**src/rtl/seq_spi_host_if.sv**
```systemverilog
// -----------------------------------------------------------------------------
// seq_spi_host_if
//
// Command/response port of the sequencer SPI host. Groups the word handshake,
// the trigger request and the receive side into one bundle.
//
// Signals:
//   cmd_data    [31:0]  command word to transmit
//   cmd_valid           cmd_data is valid
//   cmd_ready           host can accept a word (transfer on valid && ready)
//   trigger_req         single-cycle request for one control_trigger pulse
//   busy                host is mid-frame or has a trigger pending
//   rx_data     [31:0]  word shifted in on miso during the last frame
//   rx_valid            one-cycle pulse, rx_data updated
//
// Modports:
//   master  the user of the SPI host (drives commands, observes results)
//   slave   the SPI host itself
// -----------------------------------------------------------------------------
interface seq_spi_host_if;
    logic [31:0] cmd_data;
    logic        cmd_valid;
    logic        cmd_ready;
    logic        trigger_req;
    logic        busy;
    logic [31:0] rx_data;
    logic        rx_valid;

    modport master (
        output cmd_data,
        output cmd_valid,
        output trigger_req,
        input  cmd_ready,
        input  busy,
        input  rx_data,
        input  rx_valid
    );

    modport slave (
        input  cmd_data,
        input  cmd_valid,
        input  trigger_req,
        output cmd_ready,
        output busy,
        output rx_data,
        output rx_valid
    );
endinterface

```
**src/rtl/seq_spi_host.sv**
```systemverilog
// -----------------------------------------------------------------------------
// seq_spi_host
//
// Host-side SPI master and strobe generator for the motor sequencer command
// port. Each accepted 32-bit word is shifted out MSB-first in SPI mode 0
// under ss_n, while miso is shifted in. After the frame ss_n is released,
// the received word is presented with a one-cycle rx_valid, and latch_data
// is pulsed so the sequencer commits the word. Independently, trigger
// requests are remembered and turned into a single control_trigger pulse on
// the next idle cycle, ahead of any waiting command.
//
// Parameters:
//   CLK_DIV       clock cycles per SCLK half-period (1..255)
//   LATCH_CYCLES  width of the latch_data pulse in clock cycles (1..15)
//
// Ports:
//   clock            system clock, rising edge
//   reset            synchronous active-high reset
//   cmd              command/response bundle (seq_spi_host_if.slave)
//   sclk             SPI clock, idle low
//   mosi             SPI data out, MSB first
//   ss_n             SPI select, active low
//   miso             SPI data in
//   latch_data       commit strobe to the sequencer
//   control_trigger  one-cycle trigger pulse to the sequencer
// -----------------------------------------------------------------------------
module seq_spi_host #(
    parameter int CLK_DIV      = 4,
    parameter int LATCH_CYCLES = 2
) (
    input  logic          clock,
    input  logic          reset,
    seq_spi_host_if.slave cmd,
    output logic          sclk,
    output logic          mosi,
    output logic          ss_n,
    input  logic          miso,
    output logic          latch_data,
    output logic          control_trigger
);

    typedef enum logic [2:0] {
        IDLE,
        SETUP,
        HIGH,
        LOW,
        DESELECT,
        LATCH
    } state_t;

    // Reload values for the shared state timer. Every timed state lasts
    // (reload + 1) cycles because the state advances when the timer is 0.
    localparam logic [7:0] DIV_RELOAD   = 8'(CLK_DIV - 1);
    localparam logic [7:0] LATCH_RELOAD = 8'(LATCH_CYCLES - 1);
    localparam logic [5:0] LAST_BIT     = 6'd32;

    state_t      state;
    state_t      state_next;
    logic [7:0]  half_cnt;
    logic [5:0]  bit_cnt;
    logic [31:0] tx_shift;
    logic [31:0] rx_shift;
    logic        trig_pending;
    logic        accept;
    logic        fire;
    logic        timer_done;
    logic        enter_high;
    logic        enter_low_shift;
    logic        enter_deselect;

    // State register.
    always_ff @(posedge clock) begin
        if (reset) begin
            state <= IDLE;
        end else begin
            state <= state_next;
        end
    end

    // Next-state and handshake decode. A pending trigger blocks cmd_ready in
    // IDLE so the trigger pulse always wins over a simultaneous command.
    always_comb begin
        state_next      = state;
        accept          = 1'b0;
        fire            = 1'b0;
        cmd.cmd_ready   = 1'b0;
        timer_done      = (half_cnt == 8'd0);

        case (state)
            IDLE: begin
                if (!reset) begin
                    if (trig_pending) begin
                        fire = 1'b1;
                    end else begin
                        cmd.cmd_ready = 1'b1;
                        if (cmd.cmd_valid) begin
                            accept     = 1'b1;
                            state_next = SETUP;
                        end
                    end
                end
            end
            SETUP: begin
                if (timer_done) begin
                    state_next = HIGH;
                end
            end
            HIGH: begin
                if (timer_done) begin
                    state_next = LOW;
                end
            end
            LOW: begin
                if (timer_done) begin
                    state_next = (bit_cnt == LAST_BIT) ? DESELECT : HIGH;
                end
            end
            DESELECT: begin
                if (timer_done) begin
                    state_next = LATCH;
                end
            end
            LATCH: begin
                if (timer_done) begin
                    state_next = IDLE;
                end
            end
            default: begin
                state_next = IDLE;
            end
        endcase

        control_trigger = fire;
        cmd.busy        = (state != IDLE) || trig_pending;

        // Transition strobes used by the datapath.
        enter_high      = (state != HIGH) && (state_next == HIGH);
        enter_low_shift = (state == HIGH) && (state_next == LOW) && (bit_cnt < LAST_BIT);
        enter_deselect  = (state == LOW) && (state_next == DESELECT);
    end

    // State timer: reloaded on every state change, otherwise counts down to 0
    // and holds there until the FSM moves on.
    always_ff @(posedge clock) begin
        if (reset) begin
            half_cnt <= 8'd0;
        end else if (state_next != state) begin
            half_cnt <= (state_next == LATCH) ? LATCH_RELOAD : DIV_RELOAD;
        end else if (half_cnt != 8'd0) begin
            half_cnt <= half_cnt - 8'd1;
        end
    end

    // Trigger pending flag. A new request has priority over the clear, so a
    // request landing in the same cycle as a pulse yields a second pulse.
    always_ff @(posedge clock) begin
        if (reset) begin
            trig_pending <= 1'b0;
        end else begin
            trig_pending <= cmd.trigger_req | (trig_pending & ~fire);
        end
    end

    // SPI pins are registered from the next state so they change exactly on
    // the state transition edge and never glitch.
    always_ff @(posedge clock) begin
        if (reset) begin
            sclk       <= 1'b0;
            ss_n       <= 1'b1;
            latch_data <= 1'b0;
        end else begin
            sclk       <= (state_next == HIGH);
            ss_n       <= !(state_next inside {SETUP, HIGH, LOW});
            latch_data <= (state_next == LATCH);
        end
    end

    // Transmit path. The MSB is presented together with ss_n falling; later
    // bits are presented as SCLK falls, so mosi is settled a full half-period
    // before each rising edge. After the last bit nothing is shifted.
    always_ff @(posedge clock) begin
        if (reset) begin
            tx_shift <= 32'd0;
            mosi     <= 1'b0;
        end else if (accept) begin
            tx_shift <= cmd.cmd_data;
            mosi     <= cmd.cmd_data[31];
        end else if (enter_low_shift) begin
            tx_shift <= tx_shift << 1;
            mosi     <= tx_shift[30];
        end else if (enter_deselect) begin
            mosi     <= 1'b0;
        end
    end

    // Bit counter counts rising SCLK edges of the current frame (0..32).
    always_ff @(posedge clock) begin
        if (reset) begin
            bit_cnt <= 6'd0;
        end else if (accept) begin
            bit_cnt <= 6'd0;
        end else if (enter_high) begin
            bit_cnt <= bit_cnt + 6'd1;
        end
    end

    // Receive path: miso is sampled on the same edge that raises SCLK. The
    // assembled word is published as ss_n rises; an aborted frame never
    // reaches that point, so its partial word is dropped.
    always_ff @(posedge clock) begin
        if (reset) begin
            rx_shift     <= 32'd0;
            cmd.rx_data  <= 32'd0;
            cmd.rx_valid <= 1'b0;
        end else begin
            cmd.rx_valid <= 1'b0;
            if (enter_high) begin
                rx_shift <= {rx_shift[30:0], miso};
            end
            if (enter_deselect) begin
                cmd.rx_data  <= rx_shift;
                cmd.rx_valid <= 1'b1;
            end
        end
    end

endmodule

```
**src/flat_wrapper.sv**
```systemverilog
// flat-port wrapper written by rule: the top's interface ports become plain ports
module seq_spi_host_flat 
#(
    parameter int CLK_DIV      = 4,
    parameter int LATCH_CYCLES = 2
)
  (clock, reset, sclk, mosi, ss_n, miso, latch_data, control_trigger, cmd_cmd_data, cmd_cmd_valid, cmd_trigger_req, cmd_cmd_ready, cmd_busy, cmd_rx_data, cmd_rx_valid);
  seq_spi_host_if cmd_i ();
  input  logic clock;
  input  logic reset;
  output logic sclk;
  output logic mosi;
  output logic ss_n;
  input  logic miso;
  output logic latch_data;
  output logic control_trigger;
  input wire logic [$bits(cmd_i.cmd_data)-1:0] cmd_cmd_data;
  input wire logic [$bits(cmd_i.cmd_valid)-1:0] cmd_cmd_valid;
  input wire logic [$bits(cmd_i.trigger_req)-1:0] cmd_trigger_req;
  output wire logic [$bits(cmd_i.cmd_ready)-1:0] cmd_cmd_ready;
  output wire logic [$bits(cmd_i.busy)-1:0] cmd_busy;
  output wire logic [$bits(cmd_i.rx_data)-1:0] cmd_rx_data;
  output wire logic [$bits(cmd_i.rx_valid)-1:0] cmd_rx_valid;
  assign cmd_i.cmd_data = cmd_cmd_data;
  assign cmd_i.cmd_valid = cmd_cmd_valid;
  assign cmd_i.trigger_req = cmd_trigger_req;
  assign cmd_cmd_ready = cmd_i.cmd_ready;
  assign cmd_busy = cmd_i.busy;
  assign cmd_rx_data = cmd_i.rx_data;
  assign cmd_rx_valid = cmd_i.rx_valid;
  seq_spi_host #(.CLK_DIV(CLK_DIV), .LATCH_CYCLES(LATCH_CYCLES)) u_core (.clock(clock), .reset(reset), .cmd(cmd_i), .sclk(sclk), .mosi(mosi), .ss_n(ss_n), .miso(miso), .latch_data(latch_data), .control_trigger(control_trigger));
endmodule
```
**config.mk**
```make
export PLATFORM = sky130hd
export DESIGN_NAME = seq_spi_host_flat
export DESIGN_NICKNAME = d
export VERILOG_FILES = /design/src/rtl/seq_spi_host_if.sv /design/src/rtl/seq_spi_host.sv /design/src/flat_wrapper.sv
export SDC_FILE = /design/constraint.sdc
export NUM_CORES = 1
export LEC_CHECK = 0
export ABC_AREA = 1
export CORE_MARGIN = 2
export CORE_UTILIZATION = 53
export DETAILED_ROUTE_END_ITERATION = 16
export MAX_ROUTING_LAYER = met4
export PLACE_DENSITY = 0.84
export REMOVE_ABC_BUFFERS = 1
export SYNTH_ARGS = -nofsm -noshare
export SYNTH_HDL_FRONTEND = slang
export SYNTH_SLANG_ARGS = --single-unit
export TNS_END_PERCENT = 50
```
**constraint.sdc**
```tcl
create_clock -name clock -period 1.9 [get_ports clock]
set_input_delay 0.19 -clock clock [delete_from_list [all_inputs] [get_ports clock]]
set_output_delay 0.19 -clock clock [all_outputs]
set_load 0.05 [all_outputs]
```
; After elaboration in Yosys (flattened, before gate mapping)
; Index checks and enable logic that the tools add are counted.
; W data, S select, Z words.
[totals]
ff_bits = 118
in_bits = 37
output_inout_bits = 40
wordCells = 75
[op_classes]
add_sub_neg = 2
n_lt_le_gt_ge = 1
eq_ne = 13
muxes = 29
n_bitwise = 3
n_reduce_logical = 15
[ops]
columns = op, n
row1 = $mux W31, 2
row2 = $mux W3, 9
row3 = $pmux W3 S6, 1
row4 = $mux W8, 2
row5 = $mux W1, 14
row6 = $eq A3 B2 Y1 const B, 4
row7 = $eq A3 B3 Y1 const B, 4
row8 = $reduce_bool A3 Y1, 3
row9 = $logic_not A8 Y1, 1
row10 = $reduce_bool A8 Y1, 1
row11 = $sub A8 B1 Y8 const B, 1
row12 = $add A6 B1 Y6 const B, 1
row13 = $eq A3 B1 Y1 const B, 2
row14 = $eq A6 B6 Y1 const B, 1
row15 = $lt A6 B6 Y1 const B, 1
row16 = $logic_and A1 B1 Y1, 4
row17 = $reduce_bool A2 Y1, 2
row18 = $logic_not A3 Y1, 1
row19 = $ne A3 B2 Y1 const B, 1
row20 = $ne A3 B3 Y1, 1
row21 = $mux W2, 1
row22 = $reduce_or A2 Y1, 1
row23 = $and A1 B1 Y1, 1
row24 = $logic_not A1 Y1, 1
row25 = 3 further kinds, 3

; Depth between registers and ports, before layout
[depth]
word_depth = 9
depth_mapped = 12
mapped_depth_nobuf = 12

; Least setup slack after synthesis
; OpenSTA, ideal clock, no wires.
[synth_timing]
kind = reg2out
startpoint = reg u_core.state[2]
endpoint = out cmd_cmd_ready
t_arrival_ns = 1.724
required_ns = 1.710
slack_ns = -0.014
path_stages_with_launch = 7
path_buffers = 1
path_cell_list = dfxtp_1 buf_4 nor2_4 nand2_2 inv_1 nand2_1 nor2_1
[synth_via]
elab_chain_len = 2
[synth_rtl]
columns = element, line
row1 = from (decl), seq_spi_host.sv:57  ; state_t state;
row2 = from (signal assigned), seq_spi_host.sv:76  ; state <= state_next;
row3 = $logic_not A3 Y1, seq_spi_host.sv:89  ; case (state)
row4 = $mux W1, seq_spi_host.sv:89
row5 = to (decl), flat_wrapper.sv:20  ; output wire logic [$bits(cmd_i.cmd_ready)-1:0] cmd_cmd_ready;
; Every way passes these cells.

; Worst setup path after layout
[layout_timing]
startpoint = reg u_core.cmd.rx_data[11]
endpoint = out cmd_rx_data[11]
[layout_lines]
columns = element, line
row1 = from (decl), seq_spi_host_if.sv:45  ; output rx_data,
row2 = from (signal assigned), seq_spi_host.sv:221  ; cmd.rx_data <= rx_shift;
row3 = to (decl), flat_wrapper.sv:22  ; output wire logic [$bits(cmd_i.rx_data)-1:0] cmd_rx_data;
; No word-level cell between the ends.

==> flow_summary.json <==
{
  "route.final.wire_length_um": 12600,
  "relSlewSlack": 0.505,
  "final.hold.worst_slack_ns": 0.205,
  "dieWidth_um": 100,
  "synth.avg_cell_area_sq_um": 7.38,
  "cpMaxStageDelayCell": "clkdlybuf4s50_1",
  "cp-end-kind": "output pin",
  "final_min_period_over_clock_period": 0.971,
  "postSynthRegisterBits": 118,
  "timing_hold_violations_final": 0,
  "timing.critical_path.slowest_cell_delay_ns": 0.80,
  "final.setup.worst_slack_ns": 0.0556,
  "clk-insertion-delay-late_ns": 0.51,
  "drc": 0,
  "synth_cells": 669,
  "vdd_ir_drop_max_uv": 610,
  "final_period_minus_worst_setup_slack_ns": 1.84,
  "timing_worst_setup_path_type": "reg -> out",
  "final-setup-viol-count": 0,
  "grt_antenna_before_repair": 0,
  "cts_buffer_depth": 2,
  "crit_reg_reg_startpoint": "u_core.half_cnt[0]",
  "finalWeightedCongestion": 0.825,
  "skew_ns": 0.0137,
  "yosysWarnings": 0,
  "arrival_time_of_data_at_the_critical_path_endpoint_ns": 1.65,
  "share_of_the_yosys_chip_area_belonging_to_registers": 0.479,
  "max_cap_viol_count": 0,
  "finalMaxSlewViolations": 0,
  "grt_max_degree": 73,
  "vias": 4804,
  "detailedPlacementHpwl_um": 7290,
  "power-per-cell-area_nw_per_um2": 1150,
  "dp_slack_ns": 0.0608,
  "hold_wc_startpoint": "reset",
  "route.detailed.wl_per_inst_um": 14.6,
  "synthTopCellsByArea": "dfxtp_1, a21oi_1, nor2_1, nand2_1, nand4_1",
  "cp_num_buf_inv": 1,
  "final_antenna_net_count": 0,
  "postSynth.topFlopCell": "dfxtp_1",
  "numClockSinks": 118,
  "cp_data_required_time_ns": 1.71,
  "drt-initial-drc-count": 302,
  "clockRootBuffer": "clkbuf_8",
  "overflow": 0,
  "die_h_um": 100,
  "r2r.worst_path.cells": 11,
  "worstHoldPathCells": 4,
  "worst_path_dominant_cell_family": "buffers and inverters",
  "regToRegSetupSlack_ns": 0.06,
  "critPathMaxFanout": 2,
  "crit_path_start_kind": "register",
  "async_reset_ff_frac": 0,
  "critical_path.cell_chain": "clkdlybuf4s50_1",
  "dr.pass1.iters": 5,
  "antenna-diode-count": 0,
  "final_net_count": 778,
  "layout.filler_cells": 699,
  "area_delta_synth_final_pct": 32.2,
  "effective_utilization_at_floorplan": 0.539,
  "netlist-cell-type-count": 26,
  "vias_per_cell": 5.57,
  "wire_length_of_the_first_global_routing_pass_um": 20000,
  "tritoncts": "built",
  "clock_tree.htree_level_count": 4,
  "worstHoldPathType": "in -> reg",
  "boundaryPins": 77,
  "die_footprint_sq_um": 10100,
  "row_count": 35,
  "max_freq_ghz": 0.542,
  "mappedNetlistArea_sq_um": 4930,
  "whs_endpoint": "u_core.ss_n",
  "worstMarginPinSlew_ns": 0.743,
  "run_status": "complete, no violations",
  "cts_inserted_buffers": 17,
  "grt_usage": 0.253,
  "share_of_post_route_cells_with_drive_strength_above_1": 0.115,
  "reg2reg_to": "u_core.tx_shift[19]",
  "number_of_enable_type_register_cells_in_the_synthesized_netlist": 0,
  "vias_in_the_first_global_route": 4526,
  "io_buffers": 76,
  "post-synth-top-area-cell": "dfxtp_1",
  "clk_pin_slew_worst_paths_ns": 0.06,
  "p_leak_nw": 2.64,
  "fp.coreArea_sq_um": 9150,
  "netlist.area_leader.share": 0.479
}
==> cell usage after synthesis (4+ instances only) <==
cell type	instances
nand2_1	124
inv_2	6
dfxtp_1	118
xor2_1	9
clkbuf_1	28
nand3_2	4
nand3_1	12
o21ai_0	41
nor2_1	125
buf_6	5
buf_2	12
nand4_1	40
inv_1	23
a21oi_1	102
==> layer usage <==
metal / global-route usage / vias up / share of wire
met3: 0.0763 / 18 / 0.061
met2: 0.402 / 174 / 0.50
met4: 0.0917 / 0 / 0.014
met5: - / - / 0
li1: - / 2348 / -
met1: 0.307 / 2264 / 0.42
==> per-stage QoR <==
step / TNS (ns) / utilization / total power, mW / std cells / area, sq um
after detailed placement: 0 / 0.633 / 4.19 / 827 / 5790
after floorplan: -72.39 / - / 3.66 / 620 / 4690
final: 0 / 0.713 / 7.50 / 862 / 6520
after global routing: -0.0816 / 0.713 / 7.84 / 862 / 6520
after global placement: 0 / 0.633 / 4.14 / 827 / 5790
after CTS: 0 / 0.699 / 7.41 / 859 / 6390
==> layout make-up <==
cell class | instances | area, sq um | area share
sequential | 118 | 2370 | 0.363
multi-input combinational | 473 | 2250 | 0.345
timing repair buffer | 99 | 1060 | 0.162
clock buffer | 19 | 432 | 0.0662
clock inverter | 13 | 171 | 0.0263
tap | 111 | 139 | 0.0213
inverter | 29 | 109 | 0.0167
==> layout by cell type, fill, tap and decap left out, types with 2 or more instances in the layout <==
cell and instances:
a21oi_1 100, a21oi_2 2, buf_12 6, buf_4 12, buf_6 4, buf_8 2, bufinv_16 3, clkbuf_16 17
clkbuf_8 2, clkdlybuf4s50_1 66, clkinv_4 4, clkinvlp_4 2, dfxtp_1 115, dfxtp_2 3, dlymetal6s2s_1 6, ha_1 3
inv_1 22, inv_2 7, inv_6 3, nand2_1 123, nand2_2 3, nand3_1 11, nand3_2 5, nand4_1 40
nor2_1 123, nor2_2 2, nor2_4 4, nor3_1 2, o21ai_0 40, xor2_1 9
==> flip-flops by register name, summed over array words and instances, names as in the netlist <==
name and cells:
u_core.cmd.rx_data 32, u_core.rx_shift 32, u_core.tx_shift 31, u_core.half_cnt 8, u_core.bit_cnt 6, u_core.state 3
u_core.cmd.rx_valid 1, u_core.latch_data 1, u_core.mosi 1, u_core.sclk 1, u_core.ss_n 1, u_core.trig_pending 1
==> report_power, final <==
part	switching (mW)	internal (mW)
clock	1.17	2.05
combinational	1.01	0.579
sequential	0.0886	2.61
total	2.26	5.24
==> how the worst max path moves through the flow <==
stage / depth (start not counted) / start / end
final: 1 / u_core.cmd.rx_data[11] / cmd_rx_data[11]
after global routing: 11 / u_core.half_cnt[1] / u_core.tx_shift[18]
after CTS: 9 / u_core.half_cnt[0] / u_core.tx_shift[19]
after detailed placement: 9 / u_core.half_cnt[0] / u_core.tx_shift[29]
after global placement: 9 / u_core.half_cnt[0] / u_core.tx_shift[15]
after floorplan: 9 / u_core.half_cnt[0] / u_core.bit_cnt[1]
==> tightest hold or removal path, cell delays in order <==
cell     delay, ns
buf_2         0.09
inv_2         0.04
buf_4         0.22
nand3_1       0.12
==> cells by family after synthesis <==
| group | count (synthesis) | synth area share |
|---|---|---|
| AOI/OAI and AO/OA | 147 | 0.151 |
| adders and majority gates | 3 | 0.00761 |
| xor gates and xnor gates | 9 | 0.0160 |
| and+or+nand+nor | 314 | 0.275 |
| buffers and inverters | 78 | 0.0715 |
| DFF | 118 | 0.479 |
==> what timing repair did <==
item	in CTS	in global routing
setup endpoints to repair	0	105
gates resized for setup	0	31
setup buffers	0	1
hold buffers	0	0
(Power assumes the default switching activity.)
==> variant: new RTL, same settings <==
Make the reset (`reset`) asynchronous in 7 clocked blocks. Comments in the files are not updated.
--- a/src/rtl/seq_spi_host.sv
+++ b/src/rtl/seq_spi_host.sv
@@ -69,7 +69,7 @@
     logic        enter_deselect;
 
     // State register.
-    always_ff @(posedge clock) begin
+    always_ff @(posedge clock or posedge reset) begin
         if (reset) begin
             state <= IDLE;
         end else begin
@@ -141,7 +141,7 @@
 
     // State timer: reloaded on every state change, otherwise counts down to 0
     // and holds there until the FSM moves on.
-    always_ff @(posedge clock) begin
+    always_ff @(posedge clock or posedge reset) begin
         if (reset) begin
             half_cnt <= 8'd0;
         end else if (state_next != state) begin
@@ -153,7 +153,7 @@
 
     // Trigger pending flag. A new request has priority over the clear, so a
     // request landing in the same cycle as a pulse yields a second pulse.
-    always_ff @(posedge clock) begin
+    always_ff @(posedge clock or posedge reset) begin
         if (reset) begin
             trig_pending <= 1'b0;
         end else begin
@@ -163,7 +163,7 @@
 
     // SPI pins are registered from the next state so they change exactly on
     // the state transition edge and never glitch.
-    always_ff @(posedge clock) begin
+    always_ff @(posedge clock or posedge reset) begin
         if (reset) begin
             sclk       <= 1'b0;
             ss_n       <= 1'b1;
@@ -178,7 +178,7 @@
     // Transmit path. The MSB is presented together with ss_n falling; later
     // bits are presented as SCLK falls, so mosi is settled a full half-period
     // before each rising edge. After the last bit nothing is shifted.
-    always_ff @(posedge clock) begin
+    always_ff @(posedge clock or posedge reset) begin
         if (reset) begin
             tx_shift <= 32'd0;
             mosi     <= 1'b0;
@@ -194,7 +194,7 @@
     end
 
     // Bit counter counts rising SCLK edges of the current frame (0..32).
-    always_ff @(posedge clock) begin
+    always_ff @(posedge clock or posedge reset) begin
         if (reset) begin
             bit_cnt <= 6'd0;
         end else if (accept) begin
@@ -207,7 +207,7 @@
     // Receive path: miso is sampled on the same edge that raises SCLK. The
     // assembled word is published as ss_n rises; an aborted frame never
     // reaches that point, so its partial word is dropped.
-    always_ff @(posedge clock) begin
+    always_ff @(posedge clock or posedge reset) begin
         if (reset) begin
             rx_shift     <= 32'd0;
             cmd.rx_data  <= 32'd0;
Function: differs if reset is asserted again (counterexample within 4 cycles, from zero or initial values and one cycle with reset high); with reset held inactive, the same outputs for 10 cycles.
==> variant against the unedited design <==
The flow now finishes with violations (negative setup slack); sequential cell count is the same; synthesized area is 5.9% higher; design area increased by 9.1%; global-route usage down 2.8 points; setup slack got worse by 0.087 ns; final cell count fell by 1.5%; count of clock-buffer cells in the layout fell by 1; wire length fell by 1.1%; synthesized cell count is 9.4% lower; critical endpoint is now u_core.rx_shift[26]; highest routed layer unchanged.
Power is not compared: it rests on default switching activity, and its combinational part moved more than twofold at a synthesized area within 25%.
==> variant: results (changes against the unedited design) <==
status: "finished with violations"
violations: "negative setup slack"
nNetsFinal: 743  # -4.5%
hold_path_class: "input port to async pin"
signal_buffers: 106  # +7.1%
fill_cells: 661  # -5.4%
yosys.cell_types.count: 29  # +12%
inverters_excl_clock: 90  # +210%
place_hpwl_microns: 7410  # +1.6%
seq_area_sq_um: 2950  # +25%
synth_xor_area_frac: 0.0168  # +0.000793
met3_length_microns: 586  # -24%
critPathKind: "flop to flop"
nClkBuffers: 18  # -1
fmax_ghz: 0.518  # -4.5%
fin_tns_setup_ns: -0.0611  # -0.0611 ns
grt_max_degree: 65  # -11%
arrival_ns: 2.32  # +0.67 ns
ctsResizeCount: 15  # +15
vias_per_cell: 5.23  # -6.2%
setup_viol: 3  # +3
use_met3: 0.0679  # -0.00841
synth_compound_area_frac: 0.126  # -0.0246
critPathSlowestCell: "dfrtp_1"
yosysSeqAreaShare: 0.566  # +0.0868
use_met1: 0.264  # -0.0437
rrSetupSlack_ns: -0.03  # -0.09 ns
critical_path.startpoint: "u_core.state[2]"
drtIter0Drc: 205  # -32%
wl_met2_microns: 6630  # +5.8%
nMultiInputCombCells: 370  # -22%
timing.slew.headroom: 0.661  # +0.157
postCtsSetupBuffers: 1  # +1
synth_top_flop_cell: "dfrtp_1"
worstPathMaxFanout: 18  # +16
layout-drive-gt1-share: 0.151  # +0.0363
gp_congestion: 0.958  # +16%
grt_usage: 0.226  # -0.0279
buf_share: 0.174  # +0.0118
clkCellAreaFrac: 0.0782  # -0.0142
drt-met1-wl_microns: 4910  # -8.0%
multi_input_area_share: 0.262  # -0.0831
setup_ws_ns: -0.0315  # -0.0871 ns
use_met2: 0.375  # -0.0270
cp_top_family: "simple AND/OR/NAND/NOR gates"
synthArstFlopShare: 1.00  # +1.00
reg2reg_depth: 8  # -3
synthAdderAreaFrac: 0.00719  # -0.000421
dp_slack_ns: 0.0359  # -0.0249 ns
setup.worst_path.end: "u_core.rx_shift[26]"
antenna_found_initial: 0  # unchanged
stdcell_count: 849  # -1.5%
grt_pass1_vias: 4100  # -9.4%
final.setup_skew_ns: 0.0104  # -0.00333 ns
synth_common_cells: "170 x nand2_1, 117 x dfrtp_1, 88 x inv_1, 68 x o21ai_0, 41 x o21ai_1"
[variant: changes by cell type in the layout (fill, tap and decap cells not counted), sizes merged, moves of 10 or more]
cell           unedited run  this run
dfrtp                     0       117
a21oi                   102         1
nor2                    129        22
dfxtp                   118         0
inv                      32        92
dlygate4sd2               0        10
clkdlybuf4s50            66        42
nand3                    16        30
o21ai                    41       119
dlymetal6s2s              6        21
nand2                   126       172
nand4                    40         5
[variant: worst register-to-register path, cell delays in order, from the launching register on]
cell	delay [ns]
dfrtp_1	0.39
buf_4	0.17
nor3_2	0.30
inv_2	0.16
nand3_4	0.15
nand3_4	0.20
clkbuf_16	0.26
nand2_1	0.09
o21ai_1	0.08
[variant: stage by stage]
step | util | instance area, sq um | hold slack, ns
floorplan | - | 5040 | 0.304
global placement | 0.645 | 6250 | 0.465
detailed placement | 0.645 | 6250 | 0.470
CTS | 0.704 | 6820 | 0.104
global route | 0.735 | 7120 | 0.161
finish | 0.735 | 7120 | 0.137
